### src/rtl/mul32_seq.sv
// mul32_seq: sequential 32x32->64 multiplier for the MULT/MULTU path.
// One 32-bit add per cycle (radix-2 shift-add) over 32 CALC cycles, then a
// FIX cycle that applies the result sign and loads HI/LO. Signed operands
// are reduced to magnitudes so the datapath itself is always unsigned.
module mul32_seq (
   input  logic        clk,
   input  logic        rst_n,
   input  logic        start,
   input  logic        is_signed,
   input  logic [31:0] a,
   input  logic [31:0] b,
   output logic        busy,
   output logic        done,
   output logic [31:0] hi,
   output logic [31:0] lo
);

   typedef enum logic [1:0] {
      S_IDLE = 2'd0,
      S_CALC = 2'd1,
      S_FIX  = 2'd2,
      S_DONE = 2'd3
   } state_t;

   // Magnitude of a 32-bit two's-complement value; 0x80000000 maps to itself
   // when read as unsigned, which is exactly the magnitude we need.
   function automatic logic [31:0] mag32(input logic [31:0] v);
      logic [31:0] r;
      if (v[31]) begin
         r = ~v + 32'd1;
      end else begin
         r = v;
      end
      return r;
   endfunction

   state_t      state_q, state_d;
   logic [31:0] mcand_q, mcand_d;
   logic [31:0] mplier_q, mplier_d;
   logic [31:0] acc_q, acc_d;
   logic [4:0]  cnt_q, cnt_d;
   logic        neg_q, neg_d;
   logic        busy_q, busy_d;
   logic        done_q, done_d;
   logic [31:0] hi_q, hi_d;
   logic [31:0] lo_q, lo_d;

   logic [32:0] sum_s;
   logic [63:0] prod_s;
   logic [63:0] prod_neg_s;

   // Next-state and datapath: shift-add step, sign fix-up and handshake flags.
   always_comb begin
      state_d  = state_q;
      mcand_d  = mcand_q;
      mplier_d = mplier_q;
      acc_d    = acc_q;
      cnt_d    = cnt_q;
      neg_d    = neg_q;
      busy_d   = busy_q;
      done_d   = 1'b0;
      hi_d     = hi_q;
      lo_d     = lo_q;

      // The single 32-bit adder; carry-out becomes bit 63 of the working pair.
      if (mplier_q[0]) begin
         sum_s = {1'b0, acc_q} + {1'b0, mcand_q};
      end else begin
         sum_s = {1'b0, acc_q};
      end
      prod_s     = {acc_q, mplier_q};
      prod_neg_s = ~prod_s + 64'd1;

      case (state_q)
         S_IDLE, S_DONE: begin
            if (start) begin
               mcand_d  = is_signed ? mag32(a) : a;
               mplier_d = is_signed ? mag32(b) : b;
               neg_d    = is_signed & (a[31] ^ b[31]);
               acc_d    = 32'd0;
               cnt_d    = 5'd0;
               busy_d   = 1'b1;
               state_d  = S_CALC;
            end else begin
               busy_d   = 1'b0;
               state_d  = S_IDLE;
            end
         end
         S_CALC: begin
            // 65-bit right shift of {carry, sum, mplier}; low bit drops out.
            {acc_d, mplier_d} = {sum_s, mplier_q[31:1]};
            cnt_d = cnt_q + 5'd1;
            if (cnt_q == 5'd31) begin
               state_d = S_FIX;
            end else begin
               state_d = S_CALC;
            end
         end
         S_FIX: begin
            if (neg_q) begin
               {hi_d, lo_d} = prod_neg_s;
            end else begin
               {hi_d, lo_d} = prod_s;
            end
            busy_d  = 1'b0;
            done_d  = 1'b1;
            state_d = S_DONE;
         end
         default: begin
            busy_d  = 1'b0;
            state_d = S_IDLE;
         end
      endcase
   end

   // State, working registers and registered outputs; reset aborts any op.
   always_ff @(posedge clk or negedge rst_n) begin
      if (!rst_n) begin
         state_q  <= S_IDLE;
         mcand_q  <= 32'd0;
         mplier_q <= 32'd0;
         acc_q    <= 32'd0;
         cnt_q    <= 5'd0;
         neg_q    <= 1'b0;
         busy_q   <= 1'b0;
         done_q   <= 1'b0;
         hi_q     <= 32'd0;
         lo_q     <= 32'd0;
      end else begin
         state_q  <= state_d;
         mcand_q  <= mcand_d;
         mplier_q <= mplier_d;
         acc_q    <= acc_d;
         cnt_q    <= cnt_d;
         neg_q    <= neg_d;
         busy_q   <= busy_d;
         done_q   <= done_d;
         hi_q     <= hi_d;
         lo_q     <= lo_d;
      end
   end

   assign busy = busy_q;
   assign done = done_q;
   assign hi   = hi_q;
   assign lo   = lo_q;

endmodule
### config.mk
export PLATFORM = sky130hd
export DESIGN_NAME = mul32_seq
export DESIGN_NICKNAME = d
export VERILOG_FILES = /design/src/rtl/mul32_seq.sv
export SDC_FILE = /design/constraint.sdc
export NUM_CORES = 1
export LEC_CHECK = 0
export ABC_CLOCK_PERIOD_IN_PS = 3500
export BUFFER_PORTS_ARGS = -buffer_cell sky130_fd_sc_hd__buf_2
export CAP_MARGIN = 20
export CELL_PAD_IN_SITES_DETAIL_PLACEMENT = 2
export CELL_PAD_IN_SITES_GLOBAL_PLACEMENT = 2
export CORE_ASPECT_RATIO = 0.8
export CORE_UTILIZATION = 37
export CTS_BUF_LIST = sky130_fd_sc_hd__clkbuf_8
export DETAILED_ROUTE_END_ITERATION = 16
export PLACE_DENSITY_LB_ADDON = 0.1
export RECOVER_POWER = 50
export REMOVE_ABC_BUFFERS = 1
export SLEW_MARGIN = 20
export SYNTH_ARGS = -nofsm -noshare
export SYNTH_HDL_FRONTEND = slang
export SYNTH_SLANG_ARGS = --single-unit
### constraint.sdc
create_clock -name clk -period 3.5 [get_ports clk]
set_input_delay 0.525 -clock clk [delete_from_list [all_inputs] [get_ports clk]]
set_output_delay 0.525 -clock clk [all_outputs]
set_load 0.02 [all_outputs]
==> run_results.csv <==
group,metric,value,unit
synth,synth.cell_area,10900,sq um
synth,async_flop_share,1.00,
timing,grt_setup_unrepaired,"no",
timing,finalHoldViolations,0,
synth,yosys.area.top_type,"dfrtp_1",
detailed_routing,route.detailed.drc,0,
clock_tree,cts-buffers-inserted,17,
clock_tree,cts-resized-gates,0,
timing,setup_tns,0,ps
synth,synth_edf_count,0,
setup_path,path_max_fanout,7,
grt,first_global_vias,10700,
synth,yosysUniqueCellTypes,72,
placed_design,dp_cells,1739,
grt,grt_max_degree,75,
placed_design,dp_hpwl,28500,microns
setup_path,path_delay_family,"simple AND/OR/NAND/NOR gates",
clock_tree,cts_sinks,170,
detailed_routing,routed_wl,37700,microns
timing,setup_viol,0,
timing,fin_crit_sh,0.866,
setup_path,cp-end-kind,"register",
setup_path,crit_required,3810,ps
power_and_ir_drop,power_density,790,nW/um^2
die,core_area,28600,sq um
clock_tree,cts_tree,"yes",
die,dieArea,30200,sq um
die,pin_count,134,
synth,synth.area.top_cells,"dfrtp_1 39%, xor2_1 8.5%, a21oi_1 6.7%, o21ai_0 6.7%, nand2_1 5.1%",
grt,antenna_found_initial,0,
synth,synth.yosys.seq_area_share,0.390,
power_and_ir_drop,p_leak,5.51,nW
timing,slew_violations,74,
synth,ys_ff_latch,170,
cells_and_area,antenna_cells,0,
detailed_routing,dr.pass1.iters,5,
clock_tree,htreeDepth,4,
detailed_routing,drt_iter0_drc,475,
setup_path,cp.arrival,3340,ps
setup_path,slowest_delay,430,ps
detailed_routing,ant_nets,0,
clock_tree,cts_setup_buffers,0,
grt,grt_pass1_wl,60800,microns
synth,yosysWarningCount,0,
timing,max_slew_margin,-0.374,
flow_run,cap_violations,1,
detailed_routing,routed-via-count,10100,
clock_tree,cts-root-buf,"clkbuf_8",
cells_and_area,syn2layout_area_growth,13.8,%
status,outcome,"finished with violations",
synth,ys.flop_type,"dfrtp_1",
detailed_routing,wl_per_cell,21.3,microns
die,start_util,0.381,
grt,grt_usage,0.256,
cells_and_area,most-common-layout-cells,"169 x dfrtp_1, 147 x nand2_1, 146 x a21oi_1",
hold_path,hp-class,"in -> reg",
setup_path,cp_num_buf_inv,1,
placed_design,gp_congestion,0.887,
power_and_ir_drop,ir_worst_vdd,0.000288,V
synth,avgSynthCellArea,8.60,sq um
clock_tree,clk_latency,490,ps
placed_design,io_buffer_count,133,
setup_path,cpMaxStageDelayCell,"or3b_4",
clock_tree,postCtsHoldBufs,0,
setup_path,path_cells,"inv_1 -> ha_1 -> or3b_4 -> nor4_2 -> nand4_2 -> or2_1 -> o41ai_2 -> xor2_1 -> a21oi_1",
grt,grt_overflow_total,0,
die,rows,55,
cells_and_area,final_nets,1497,
setup_path,crit_type,"reg -> reg",
timing,max_freq,330,MHz
cells_and_area,drive_gt1_frac,0.146,
timing,tightest_slew,2060,ps
synth,syn_inst,1269,
die,die_w,194,microns
status,violations,"max-capacitance violations, max-slew violations",
clock_tree,ctsLongestPathBuffers,2,
cells_and_area,layout_commonest_cell,"dfrtp_1",
timing,skew,16.0,ps
detailed_routing,viasPerCell,5.68,
die,die_h,156,microns
synth,yosysTopAreaCellShare,0.390,
cells_and_area,instances_no_fill,1771,
clock_tree,clkTransAtPathRegs,100,ps
cells_and_area,stdcell_area,12400,sq um
placed_design,placed_area,12100,sq um
setup_path,start_kind,"register",
timing,fin_crit,3030,ps
==> per-stage QoR <==
stage	util	worst slack (ps)	power, W	hold slack (ps)
global route	0.434	275	0.0106	311
CTS	0.436	425	0.00987	96.9
global placement	0.422	530	0.00809	460
finish	0.434	469	0.00982	325
detailed placement	0.422	420	0.00832	477
floorplan	-	-1040	0.00652	229
==> cells by family (layout without fill, tap and decap cells) <==
logic type | count (synthesis) | after routing | synth area share
and+or+nand+nor | 401 | 401 | 0.176
DFF | 170 | 170 | 0.390
muxes | 20 | 20 | 0.0185
xor gates and xnor gates | 147 | 147 | 0.118
AOI/OAI and AO/OA | 407 | 407 | 0.221
buffers and inverters | 83 | 215 | 0.0287
adders and majority gates | 41 | 41 | 0.0477
==> cell usage after synthesis (5+ instances only) <==
cell type,n
a21o_1,9
a21oi_1,146
a22oi_1,19
and2_1,5
buf_1,10
clkbuf_1,49
dfrtp_1,170
ha_1,40
inv_1,22
mux2i_1,19
nand2_1,148
nand2b_1,9
nand3_1,15
nor2_1,132
nor3_1,14
nor4_1,8
o211ai_1,5
o21ai_0,145
o21ai_1,6
o31ai_1,24
o41ai_1,11
or3_1,13
or4_1,11
xnor2_1,41
xor2_1,106
==> final cells by class <==
type	instances	area [sq um]
Tap cell	370	463
Clock buffer	21	289
Fill cell	3283	16200
Inverter	23	86.3
Clock inverter	11	110
Timing Repair Buffer	160	855
Sequential cell	170	4260
Multi-Input combinational cell	1016	6360
==> layer usage <==
metal | vias up | global-route usage | share of wire
li1 | 4742 | - | -
met1 | 5162 | 0.378 | 0.52
met2 | 133 | 0.401 | 0.45
met3 | 28 | 0.0320 | 0.025
met4 | 0 | 0.0518 | 0.010
met5 | - | 0 | 0
==> worst min-delay path: cells and delay by family <==
kind            cells  cell delay, ps
buf+inv             1              90
xor+xnor            1             100
compound gates      1              60
==> worst paths after layout <==
path                                          from                      end  slack [ps]  cells after the start
max                        mplier_q[0]$_DFFE_PN0P_       hi[14]$_DFFE_PN0P_         470                      9
min                                          a[28]  mcand_q[28]$_DFFE_PN0P_         330                      3
max reg2reg                mplier_q[0]$_DFFE_PN0P_       hi[14]$_DFFE_PN0P_         470                      9
min reg2reg                   cnt_q[3]$_DFFE_PN0P_     cnt_q[3]$_DFFE_PN0P_         490                      1
max in group asynchronous                    rst_n       hi[20]$_DFFE_PN0P_         790                      2
min in group asynchronous                    rst_n       lo[17]$_DFFE_PN0P_         600                      1
==> power breakdown <==
part	switching (W)	internal [W]	total, W
Clock	0.000823	0.000650	0.00147
Combinational	0.00320	0.00189	0.00509
Sequential	0.000758	0.00249	0.00325
Total	0.00478	0.00504	0.00982
==> sequential cells by signal, indices dropped and copies added, names as in the netlist <==
name / count
hi: 32
busy: 1
cnt_q: 5
mplier_q: 32
done: 1
state_q: 2
mcand_q: 32
lo: 32
neg_q: 1
acc_q: 32
Note: power is estimated with default switching activity, not from simulation.
